**src/rtl/riscv_pkg.sv**
```systemverilog
// Shared types and helpers for the memory-access stage: access size and
// LSU state encodings, plus the alignment, byte-enable and store-data rules
// used when a request is latched.
package riscv_pkg;

  typedef enum logic [1:0] {
    MS_BYTE = 2'b00,
    MS_HALF = 2'b01,
    MS_WORD = 2'b10,
    MS_RSVD = 2'b11   // reserved encoding, behaves as a word access
  } mem_size_t;

  typedef enum logic [1:0] {
    ST_IDLE,
    ST_REQ,
    ST_WAIT_RSP,
    ST_DONE
  } lsu_state_t;

  // A byte is always aligned; a half needs addr[0]=0; word/reserved need addr[1:0]=0.
  function automatic logic is_aligned(input mem_size_t size, input logic [1:0] lo);
    case (size)
      MS_BYTE: is_aligned = 1'b1;
      MS_HALF: is_aligned = ~lo[0];
      default: is_aligned = (lo == 2'b00);
    endcase
  endfunction

  // Byte lanes touched by the access within the addressed word.
  function automatic logic [3:0] gen_be(input mem_size_t size, input logic [1:0] lo);
    case (size)
      MS_BYTE: gen_be = 4'b0001 << lo;
      MS_HALF: gen_be = 4'b0011 << {lo[1], 1'b0};
      default: gen_be = 4'b1111;
    endcase
  endfunction

  // Store data replicated across lanes so the slave only needs the enables.
  function automatic logic [31:0] gen_wdata(input mem_size_t size, input logic [31:0] sd);
    case (size)
      MS_BYTE: gen_wdata = {4{sd[7:0]}};
      MS_HALF: gen_wdata = {2{sd[15:0]}};
      default: gen_wdata = sd;
    endcase
  endfunction

endpackage

```
**src/rtl/load_store_unit_if.sv**
```systemverilog
// Data-bus connection between the load/store unit (master) and the data RAM /
// UART MMIO decode (slave): a valid/ready request channel plus a read response.
interface load_store_unit_if;

  logic        bus_valid;
  logic        bus_we;
  logic [31:0] bus_addr;
  logic [3:0]  bus_be;
  logic [31:0] bus_wdata;
  logic        bus_ready;
  logic        bus_rvalid;
  logic [31:0] bus_rdata;

  modport master (
    output bus_valid, bus_we, bus_addr, bus_be, bus_wdata,
    input  bus_ready, bus_rvalid, bus_rdata
  );

  modport slave (
    input  bus_valid, bus_we, bus_addr, bus_be, bus_wdata,
    output bus_ready, bus_rvalid, bus_rdata
  );

endinterface

```
**src/rtl/lsu_load_align.sv**
```systemverilog
// Load alignment: picks the addressed byte/half out of the returned word and
// sign- or zero-extends it; word loads pass straight through.
module lsu_load_align
  import riscv_pkg::*;
(
  input  logic [31:0] rdata,
  input  logic [1:0]  addr_lo,
  input  mem_size_t   size,
  input  logic        sign,
  output logic [31:0] data
);

  logic [7:0]  byte_lane;
  logic [15:0] half_lane;

  // Lane extract and extension.
  always_comb begin
    // NOTE: every combinational output gets a value before any branch, so no
    // path leaves it unassigned and no latch is inferred.
    data      = rdata;
    byte_lane = rdata[{addr_lo, 3'b000} +: 8];
    half_lane = rdata[{addr_lo[1], 4'b0000} +: 16];
    case (size)
      MS_BYTE: data = {{24{sign & byte_lane[7]}}, byte_lane};
      MS_HALF: data = {{16{sign & half_lane[15]}}, half_lane};
      default: data = rdata;
    endcase
  end

endmodule

```
**src/rtl/load_store_unit.sv**
```systemverilog
// Memory-access stage: turns the decoder's load/store request and the ALU
// address into one bus transaction, stalls the core while it is in flight,
// and returns the aligned, extended load value in the cycle stall drops.
module load_store_unit
  import riscv_pkg::*;
#(
  parameter int unsigned TIMEOUT = 255  // cycles in REQ/WAIT_RSP before abort; 0 disables
) (
  input  logic              clk,
  input  logic              rst,
  input  logic              mem_read,
  input  logic              mem_write,
  input  logic [1:0]        mem_size,
  input  logic              mem_sign,
  input  logic [31:0]       addr,
  input  logic [31:0]       store_data,
  output logic [31:0]       load_data,
  output logic              stall,
  output logic              misaligned,
  output logic              bus_err,
  load_store_unit_if.master bus
);

  localparam int unsigned CNT_W = (TIMEOUT == 0) ? 1 : $clog2(TIMEOUT + 1);
  localparam logic [CNT_W-1:0] TMO_MAX = CNT_W'(TIMEOUT);

  lsu_state_t       state, state_next;
  mem_size_t        size_in, size_q;
  logic             sign_q;
  logic [1:0]       addr_lo_q;
  logic [CNT_W-1:0] tmo_cnt;
  logic [31:0]      aligned_load;
  logic             op, aligned, tmo_expired;
  logic             start, rsp_take, tmo_hit;

  assign op          = mem_read | mem_write;
  assign size_in     = mem_size_t'(mem_size);
  assign aligned     = is_aligned(size_in, addr[1:0]);
  assign tmo_expired = (TIMEOUT != 0) && (tmo_cnt == TMO_MAX);

  lsu_load_align u_align (
    .rdata   (bus.bus_rdata),
    .addr_lo (addr_lo_q),
    .size    (size_q),
    .sign    (sign_q),
    .data    (aligned_load)
  );

  // State register.
  always_ff @(posedge clk) begin
    // NOTE: clocked state uses non-blocking assignments so every register
    // samples pre-edge values and simulation matches the synthesized flops.
    if (rst) state <= ST_IDLE;
    else     state <= state_next;
  end

  // Next-state decode plus the core-facing stall/misaligned flags.
  always_comb begin
    state_next = state;
    start      = 1'b0;
    rsp_take   = 1'b0;
    tmo_hit    = 1'b0;
    stall      = 1'b0;
    misaligned = 1'b0;
    case (state)
      ST_IDLE: begin
        if (op) begin
          if (aligned) begin
            start      = 1'b1;
            stall      = 1'b1;
            state_next = ST_REQ;
          end else begin
            misaligned = 1'b1;
          end
        end
      end
      ST_REQ: begin
        stall = 1'b1;
        if (bus.bus_ready) begin
          state_next = bus.bus_we ? ST_DONE : ST_WAIT_RSP;
        end else if (tmo_expired) begin
          tmo_hit    = 1'b1;
          state_next = ST_DONE;
        end
      end
      ST_WAIT_RSP: begin
        stall = 1'b1;
        if (bus.bus_rvalid) begin
          rsp_take   = 1'b1;
          state_next = ST_DONE;
        end else if (tmo_expired) begin
          tmo_hit    = 1'b1;
          state_next = ST_DONE;
        end
      end
      default: state_next = ST_IDLE;  // ST_DONE: one unstalled cycle
    endcase
  end

  // Request latches, bus drive, timeout counter and load result register.
  always_ff @(posedge clk) begin
    if (rst) begin
      bus.bus_valid <= 1'b0;
      bus.bus_we    <= 1'b0;
      bus.bus_addr  <= '0;
      bus.bus_be    <= '0;
      bus.bus_wdata <= '0;
      size_q        <= MS_BYTE;
      sign_q        <= 1'b0;
      addr_lo_q     <= '0;
      tmo_cnt       <= '0;
      load_data     <= '0;
      bus_err       <= 1'b0;
    end else begin
      // Valid is high exactly for the cycles spent in REQ.
      bus.bus_valid <= (state_next == ST_REQ);
      // Aborts always land in DONE, so the flag lives for that one cycle.
      bus_err       <= tmo_hit;

      if (start) begin
        bus.bus_we    <= mem_write;
        bus.bus_addr  <= {addr[31:2], 2'b00};
        bus.bus_be    <= gen_be(size_in, addr[1:0]);
        bus.bus_wdata <= gen_wdata(size_in, store_data);
        size_q        <= size_in;
        sign_q        <= mem_sign;
        addr_lo_q     <= addr[1:0];
      end

      // Saturates at TIMEOUT; stays at zero when the timeout is disabled.
      if (start) begin
        tmo_cnt <= '0;
      end else if ((state == ST_REQ || state == ST_WAIT_RSP) && (TIMEOUT != 0) && !tmo_expired) begin
        tmo_cnt <= tmo_cnt + 1'b1;
      end

      if (rsp_take)     load_data <= aligned_load;
      else if (tmo_hit) load_data <= '0;
    end
  end

endmodule
```
**src/flat_wrapper.sv**
```systemverilog
// flat-port wrapper written by rule: the top's interface ports become plain ports
module load_store_unit_flat import riscv_pkg::*;
#(
  parameter int unsigned TIMEOUT = 255                                                    
)
  (clk, rst, mem_read, mem_write, mem_size, mem_sign, addr, store_data, load_data, stall, misaligned, bus_err, bus_bus_valid, bus_bus_we, bus_bus_addr, bus_bus_be, bus_bus_wdata, bus_bus_ready, bus_bus_rvalid, bus_bus_rdata);
  load_store_unit_if bus_i ();
  input  logic clk;
  input  logic rst;
  input  logic mem_read;
  input  logic mem_write;
  input  logic [1:0] mem_size;
  input  logic mem_sign;
  input  logic [31:0] addr;
  input  logic [31:0] store_data;
  output logic [31:0] load_data;
  output logic stall;
  output logic misaligned;
  output logic bus_err;
  output wire logic [$bits(bus_i.bus_valid)-1:0] bus_bus_valid;
  output wire logic [$bits(bus_i.bus_we)-1:0] bus_bus_we;
  output wire logic [$bits(bus_i.bus_addr)-1:0] bus_bus_addr;
  output wire logic [$bits(bus_i.bus_be)-1:0] bus_bus_be;
  output wire logic [$bits(bus_i.bus_wdata)-1:0] bus_bus_wdata;
  input wire logic [$bits(bus_i.bus_ready)-1:0] bus_bus_ready;
  input wire logic [$bits(bus_i.bus_rvalid)-1:0] bus_bus_rvalid;
  input wire logic [$bits(bus_i.bus_rdata)-1:0] bus_bus_rdata;
  assign bus_bus_valid = bus_i.bus_valid;
  assign bus_bus_we = bus_i.bus_we;
  assign bus_bus_addr = bus_i.bus_addr;
  assign bus_bus_be = bus_i.bus_be;
  assign bus_bus_wdata = bus_i.bus_wdata;
  assign bus_i.bus_ready = bus_bus_ready;
  assign bus_i.bus_rvalid = bus_bus_rvalid;
  assign bus_i.bus_rdata = bus_bus_rdata;
  load_store_unit #(.TIMEOUT(TIMEOUT)) u_core (.clk(clk), .rst(rst), .mem_read(mem_read), .mem_write(mem_write), .mem_size(mem_size), .mem_sign(mem_sign), .addr(addr), .store_data(store_data), .load_data(load_data), .stall(stall), .misaligned(misaligned), .bus_err(bus_err), .bus(bus_i));
endmodule
```
**config.mk**
```make
export PLATFORM = sky130hd
export DESIGN_NAME = load_store_unit_flat
export DESIGN_NICKNAME = d
export VERILOG_FILES = /design/src/rtl/riscv_pkg.sv /design/src/rtl/load_store_unit_if.sv /design/src/rtl/lsu_load_align.sv /design/src/rtl/load_store_unit.sv /design/src/flat_wrapper.sv
export SDC_FILE = /design/constraint.sdc
export NUM_CORES = 1
export LEC_CHECK = 0
export BUFFER_PORTS_ARGS = -buffer_cell sky130_fd_sc_hd__buf_2
export CORE_MARGIN = 3
export CORE_UTILIZATION = 53
export DETAILED_ROUTE_END_ITERATION = 10
export PLACE_DENSITY = 0.86
export SETUP_SLACK_MARGIN = 0.15
export SYNTH_ARGS = -nofsm -noshare
export SYNTH_HDL_FRONTEND = slang
export SYNTH_HIERARCHICAL = 1
export SYNTH_SLANG_ARGS = --single-unit
```
**constraint.sdc**
```tcl
create_clock -name clk -period 5.3 [get_ports clk]
set_clock_uncertainty 0.15 [all_clocks]
set_input_delay 1.06 -clock clk [delete_from_list [all_inputs] [get_ports clk]]
set_output_delay 1.06 -clock clk [all_outputs]
set_load 0.01 [all_outputs]
```
==> results of run 1 <==
-- final timing paths --
check,endpoint,depth (start not counted)
max reg2reg,u_core/tmo_cnt[2]$_SDFFE_PP0P_,6
min,u_core/bus.bus_addr[19]$_SDFFE_PP0P_,2
min reg2reg,u_core/bus.bus_addr[19]$_SDFFE_PP0P_,2
max,stall,6
-- through the flow --
step                util (%)  hold slack, ns  cell area, µm²  instances  setup slack, ns
floorplan                  -           0.304            5460        703             1.89
global placement        64.4           0.289            6380        984             1.91
detailed placement      64.4           0.293            6380        984             1.88
global route            70.0           0.316            6930       1017             1.90
CTS                     69.9           0.301            6930       1016             1.99
finish                  70.0           0.300            6930       1017             1.99
-- cells in the mapped netlist (all sizes together), types with 2 or more instances --
| master | instances | area (µm²) |
|---|---|---|
| nand2 | 169 | 634 |
| a21oi | 120 | 638 |
| dfxtp | 116 | 2320 |
| o21ai | 52 | 260 |
| nor2 | 40 | 150 |
| clkbuf | 34 | 131 |
| buf | 29 | 178 |
| mux2i | 16 | 160 |
| a311oi | 13 | 114 |
| nor2b | 12 | 75.1 |
| a22oi | 11 | 87.6 |
| a211oi | 9 | 67.6 |
| mux2 | 9 | 101 |
| nor3 | 8 | 51.3 |
| inv | 6 | 22.5 |
| o211ai | 6 | 45.0 |
| ha | 5 | 62.6 |
| nand3 | 5 | 25.0 |
| a31oi | 4 | 31.3 |
| and2 | 4 | 25.0 |
| nand4 | 4 | 25.0 |
| xnor2 | 4 | 35.0 |
| o21a | 3 | 23.8 |
| a22o | 2 | 17.5 |
| and3 | 2 | 12.5 |
| nand2b | 2 | 12.5 |
| nor3b | 2 | 15.0 |
| nor4b | 2 | 17.5 |
| o21bai | 2 | 15.0 |
-- area by class of cell --
| type | count | area share, % |
|---|---|---|
| Multi-Input combinational cell | 518 | 40.4 |
| Sequential cell | 116 | 33.5 |
| Timing Repair Buffer | 211 | 15.4 |
| Clock buffer | 17 | 5.97 |
| Tap cell | 133 | 2.40 |
| Clock inverter | 15 | 1.93 |
| Inverter | 6 | 0.325 |
| Antenna cell | 1 | 0.0361 |
-- registers in the layout (all words and copies together), names as in the netlist, 2 cells and up --
signal	count
u_core/tmo_cnt	8
u_core/load_data	32
u_core/size_q	2
u_core/state	2
u_core/bus.bus_wdata	32
u_core/addr_lo_q	2
u_core/bus.bus_be	4
u_core/bus.bus_addr	30
-- cell families (layout without fill, tap and decap cells) --
family                     count (synthesis)  count (layout)
adders and majority gates                  5               5
other                                      1               3
and+or+nand+nor                          253             253
xor gates and xnor gates                   5               5
muxes                                     25              25
DFF                                      116             116
AOI/OAI and AO/OA                        228             228
buffers and inverters                     69             249
-- routing by layer --
layer | GRT usage [%] | share of wire (%)
met1 | 30.2 | 41
met2 | 44.5 | 49
met3 | 7.26 | 9.1
met4 | 10.5 | 1.8
met5 | 0 | 0
-- critical path, cell delays in order --
cell and delay, ns:
sky130_fd_sc_hd__buf_2 0.39, sky130_fd_sc_hd__o21a_2 0.29, sky130_fd_sc_hd__nor3_4 0.06, sky130_fd_sc_hd__nor2_1 0.11, sky130_fd_sc_hd__nor2_1 0.05, sky130_fd_sc_hd__buf_2 0.13
-- report_power, final --
part	leakage, nW	total (mW)	switching [mW]	internal [mW]
Combinational	1.77	0.783	0.491	0.292
Clock	0.253	1.05	0.424	0.622
Sequential	0.946	1.07	0.0773	0.991
==> results by stage, run 1 <==
Clocking:
- The tree built by TritonCTS fans out to about 120 sinks.
- The number of buffers inserted by post-CTS setup repair is 0.
- TritonCTS built the clock tree.
- CTS built an H-tree with a depth of 4.
- At the later pin of the worst-skew pair, clock insertion delay measures 0.51 ns.
- In this run the clock root is driven by a sky130_fd_sc_hd__clkbuf_8.
- The CTS clock-pin slew for the worst setup and hold paths is roughly 0.060 ns.
- The clock buffer count from CTS is 17.
- The maximum buffer depth of the clock tree is 2.
- The number of buffers added to fix hold violations after cts is 0.
- Once the clock tree was built, the resizer swapped 0 gates to a different size.

GRT:
- The number of global-route vias before repair is approximately 5200.
- The initial antenna violation count came to 1.
- The aggregate global routing overflow is 0.
- The first global-routing pass estimated 24100 µm of wire.
- The total routing resource utilization after global routing is around 26%.
- The largest net degree at the start of global routing is approximately 110.

Synth:
- In this run the mean area of a mapped cell was between 7 and 8 µm².
- The share of synthesized registers carrying an async set or reset is 0%.
- The multiplexer area fraction after synthesis is around 4.8%.
- During synthesis, Yosys emitted a total of 6 warnings.
- The dominant combinational cell family by area after synthesis is compound AO/OA/AOI/OAI gates.
- The mapped netlist covers around 0.0055 mm².
- The simple-gate portion of the synthesized area is between 10% and 20%.
- The count of mapped cells out of synthesis is between 700 and 800.
- The area share of xor/xnor cells in the synthesized design is less than 1%.
- The synthesized-area fraction occupied by ao, oa, aoi and oai cells is 24.9%.
- Counting flops with a built-in enable in the synthesized netlist gives 0.
- The fraction of the yosys area taken by sequential cells is 42.6%.
- Counting distinct cell types in the post-synthesis netlist gives between 50 and 60.
- Among all flip-flop cells after synthesis, the most frequent one is sky130_fd_sc_hd__dfxtp_1.
- The post-synthesis adder-cell area fraction is 1.15%.
- The flip-flop and latch count after synthesis is around 120.

Drt:
- The iteration-0 DRC count of the detailed router is between 400 and 500.
- The via count is ~5600.
- The residual antenna-violating net count after detailed routing is 0.
- The detailed-router iteration count before antenna repair is 5.
- The routed via count divided by cell count is 5.55.
- The routed wire length per instance is between 15 and 20 µm.
- The number of DRC violations after detailed routing is 0.
- The routed wire length is about 15000 µm.

Critical path:
- The kind of launch point of the worst setup path is an input pin.
- Of all nets on the critical path, the largest fanout is 26.
- The type of destination of the critical path is a primary output.
- The required time of the worst setup path is about 4 ns.
- The flop-to-flop setup slack is 2.55 ns.
- The most critical setup path has its startpoint at mem_size[1].
- The arrival time at the worst endpoint is between 2 and 2.5 ns.
- The worst reg2reg path startpoint is u_core/state[0]$_SDFF_PP0_.
- By startpoint and endpoint, the worst setup path is classified as input pin to primary output.

Place:
- Buffers placed on the I/O ports in this run total slightly above 200.
- Routability-driven placement finished with a final weighted congestion of roughly 0.81.
- The HPWL after detailed placement is around 10000 µm.

Finish:
- For this run, the post-layout net count is 980.
- Relative to the synthesized area, the layout overhead comes to 27.2%.
- The proportion of layout cells with a drive suffix above 1 is a little under a third.
- The library cells used most frequently in the layout, excluding fill and tap cells, are 206 x sky130_fd_sc_hd__buf_2, 169 x sky130_fd_sc_hd__nand2_1, 116 x sky130_fd_sc_hd__dfxtp_1.
- The area taken by flip-flops and latches is approximately 0.0023 mm².
- The multi-input gate area in the final layout is 0.00280 mm².
- The most common cell after layout, fill and taps aside is sky130_fd_sc_hd__buf_2.
- Counting the fill cells in the layout gives between 800 and 900.

Min path:
- The path type of the worst min-delay path is flop to flop.
- In this run the most critical hold path is launched from u_core/bus.bus_addr[19]$_SDFFE_PP0P_.

Timing:
- The routed design could run at a clock period as short as ~3.3 ns.
- After routing, the total negative slack on setup checks comes to 0 ns.
- Setup violations remaining at the end of the flow were counted as 0.
- The headroom to the max-slew limit is about 20%.
- The number of pins exceeding their max-slew limit in the final report came to 0.
- Based on the critical path, the design can be clocked at up to ~300 MHz.
- The post-route clock period utilization is between 60% and 70%.
- The final hold violation count came to 0.
- Setup repair after global routing left no endpoint under its margin.
- At the pin with the least slew margin, the transition time is ~1.2 ns.

Floorplanning:
- The die covers 0.0115 mm².
- From bottom edge to top edge, the die measures between 100 and 150 µm.
- The I/O pin count is between 200 and 250.
- The number of core rows is 36.
- The starting utilization of the core area is between 50% and 60%.
- The x dimension of the die is 107 µm.
- The core footprint is 0.00991 mm².

Run status:
- The flow ran to the end, and the final reports show no timing, DRC or antenna violations.

Power:
- The power per standard cell area is roughly 420 mW/mm².
- The largest vdd supply drop is between 0.2 and 0.3 mV.
- The total power of the final layout is a little under 3 mW.
- The leakage power is ~3.0 nW.

Flow run:
- Across the run, the number of max-cap violations was 0.
(Power assumes the default switching activity.)
==> run 2: changes to the inputs <==
CORE_UTILIZATION = 44   (was 53)
PLACE_DENSITY = 0.76   (was 0.86)
clock period = 2.8 ns   (was 5.3 ns; I/O delays follow)
==> run 2 against run 1 <==
Against the previous run: total power increased by 100%; final cell count increased by 4.5%; die area increased by 19%; hold slack got worse by 0.066 ns; critical endpoint unchanged; largest cell class unchanged.
==> results by stage, run 2 (synthesized netlist as in run 1, its figures left out) <==
Floorplanning:
- Once the floorplan was initialized, standard cells occupied a little under half of the core.
- The floorplan step defined a die boundary enclosing 0.0138 mm².
- The core footprint is about 0.012 mm².
- The x dimension of the die is approximately 120 µm.
- The number of core rows is 40.
- The I/O pin count is 210.
- The die span in y is 117 µm.

Timing:
- Setup violations remaining at the end of the flow were counted as 0.
- The worst path meets setup with between 0.3 and 0.4 ns of slack.
- On the final layout, the worst hold slack is approximately 0.23 ns.
- The number of pins exceeding their max-slew limit in the final report is 0.
- Derived from the worst setup path, the maximum achievable clock frequency is around 400 MHz.
- The headroom to the max-slew limit is a little under three fifths.
- Setup repair after global routing left no endpoint under its margin.
- The worst path uses ~90% of the clock period.
- The minimum clock period after layout is approximately 2.5 ns.
- For the final routed database, the setup TNS stands at 0 ns.
- For the pin with the worst max-slew slack, the measured transition is between 0.6 and 0.7 ns.
- The final hold violation count came to 0.

Clocking:
- In this run, post-CTS repair resized a total of 0 instances.
- Buffers inserted to repair hold after CTS numbered 0.
- The cell sitting at the root of the clock tree is a sky130_fd_sc_hd__clkbuf_16.
- The maximum buffer depth of the clock tree is 2.
- Clock latency on the worst-skew pair, taken at its later pin, is around 0.41 ns.
- The CTS clock-pin slew for the worst setup and hold paths is 0.06 ns.
- The clock buffer count from CTS is 17.
- CTS saw 116 sinks.
- The H-tree depth is 4.
- The clock tree from TritonCTS is done.

Drt:
- After detailed routing, the average wire length per cell comes to roughly 15 µm.
- The residual antenna-violating net count after detailed routing is 0.
- In the routed design, unresolved DRC markers number 0.
- The first detailed-routing pass ran for 5 iterations.
- In the routed layout, each cell is associated on average with a via count of around 5.3.
- The detailed router finished its first iteration with between 400 and 500 violations.
- The final route contains between 5000 and 6000 vias.
- The routed wire length is between 15000 and 20000 µm.

Place:
- The number of placed cells counting well taps is 1030.
- The routability congestion estimate from global placement is between 0.8 and 0.9.
- The HPWL after detailed placement is 10900 µm.
- After detailed placement, the total cell area comes to between 0.006 and 0.007 mm².
- Prior to clock tree synthesis, the placed netlist has a worst setup slack of between 0.4 and 0.5 ns.
- The total of buffers placed on input and output ports is a little over 200.

GRT:
- The aggregate global routing overflow is 0.
- Across every metal layer, demand over resource in global routing totals between 20% and 30%.
- The initial antenna violation count is 0.
- The wire length of the first global-routing pass is 25400 µm.
- The largest net degree at the start of global routing is 89.
- The number of global-route vias before repair was between 5000 and 6000.

Finish:
- In the layout the commonest cells are 206 x sky130_fd_sc_hd__buf_2, 169 x sky130_fd_sc_hd__nand2_1, 116 x sky130_fd_sc_hd__dfxtp_1.
- Summing all multi-input logic gate instances after layout gives between 0.002 and 0.003 mm².
- The library cell used most frequently in the layout, excluding fill and tap cells, is sky130_fd_sc_hd__buf_2.
- The total of fill cells in the finished design is approximately 1100.
- The final non-filler cell area is 0.00714 mm².
- Of the cells placed in the final design, the portion with a size suffix greater than 1 is a little over 30%.
- Across the whole layout, storage elements account for ~0.0023 mm².
- The count of placed standard cells in the final layout, fillers left out is ~1100.
- The area overhead of the layout relative to synthesis is 30.9%.
- The largest registers in the layout are u_core/bus.bus_wdata x32, u_core/load_data x32, u_core/bus.bus_addr x30.
- The repair_antennas step left the layout with diodes totalling 0.
- The final layout net count is 992.

Critical path:
- Along the worst path, the maximum fanout reaches 5.
- The kind of launch point of the worst setup path is a flop.
- The critical path is of the flop to primary output type.
- The type of destination of the critical path is a primary output.
- The required time of the worst setup path is ~2.1 ns.
- The count of cells along the worst register-to-register path is 7.
- Data arrives at the worst endpoint at between 1.5 and 2 ns.

Flow run:
- The max-capacitance violation count is 0.

Min path:
- The path type of the worst min-delay path is input pin to flop.
- The worst hold path passes through 3 cells.

Run status:
- The flow ran to the end, and the final reports show no timing, DRC or antenna violations.

Power:
- For this design the static power due to leakage is between 3 and 4 nW.
- IR analysis of the VDD net gives a maximum drop of about 0.53 mV.
- Power spread over the standard cell area amounts to about 810 mW/mm².
run 2: routing by layer:
metal	up-vias	part of all wire (%)	GRT usage, %	wire length [µm]
met3	21	8.6	9.45	1340
li1	2781	-	-	-
met5	-	0	0	0
met4	0	1.8	8.14	284
met1	2605	41	26.3	6380
met2	199	49	37.0	7660
run 2: repair_timing:
action | in CTS | in global routing
endpoints found under the hold margin | 0 | 0
setup endpoints to repair | 0 | 1
setup buffers | 0 | 1
run 2: critical path: stages, from the launching register on:
cell and delay [ns]:
sky130_fd_sc_hd__dfxtp_1 0.40, sky130_fd_sc_hd__inv_1 0.10, sky130_fd_sc_hd__ha_1 0.24, sky130_fd_sc_hd__o21ai_1 0.26, sky130_fd_sc_hd__nor3_4 0.08, sky130_fd_sc_hd__nor2_1 0.09
sky130_fd_sc_hd__nor2_1 0.05, sky130_fd_sc_hd__buf_2 0.13
run 2: cell type report:
type / count / area share [%]
multi-input combinational: 518 / 39.3
sequential: 116 / 32.5
timing repair buffer: 223 / 16.4
clock buffer: 22 / 6.36
tap: 168 / 2.94
clock inverter: 10 / 2.17
inverter: 6 / 0.316
run 2: final timing paths:
kind	start	slack [ns]	endpoint
worst max register to register	u_core/state[0]$_SDFF_PP0_	0.55	u_core/bus.bus_addr[6]$_SDFFE_PP0P_
worst max-delay path	u_core/state[0]$_SDFF_PP0_	0.33	stall
worst min-delay path	addr[29]	0.23	u_core/bus.bus_addr[29]$_SDFFE_PP0P_
worst min register to register	u_core/bus.bus_addr[15]$_SDFFE_PP0P_	0.30	u_core/bus.bus_addr[15]$_SDFFE_PP0P_
run 2: stage by stage:
step                      total power, mW  utilization, %
after CTS                            5.83            59.1
after global placement               3.54            54.1
after global routing                 6.12            59.2
after detailed placement             3.56            54.1
after floorplan                      3.08               -
final                                5.79            59.2
run 2: power by group:
part	switching, mW	internal (mW)	leakage [nW]
Sequential	0.129	1.88	0.946
Clock	0.736	1.50	0.294
Combinational	0.951	0.594	1.83
Total	1.82	3.98	3.07
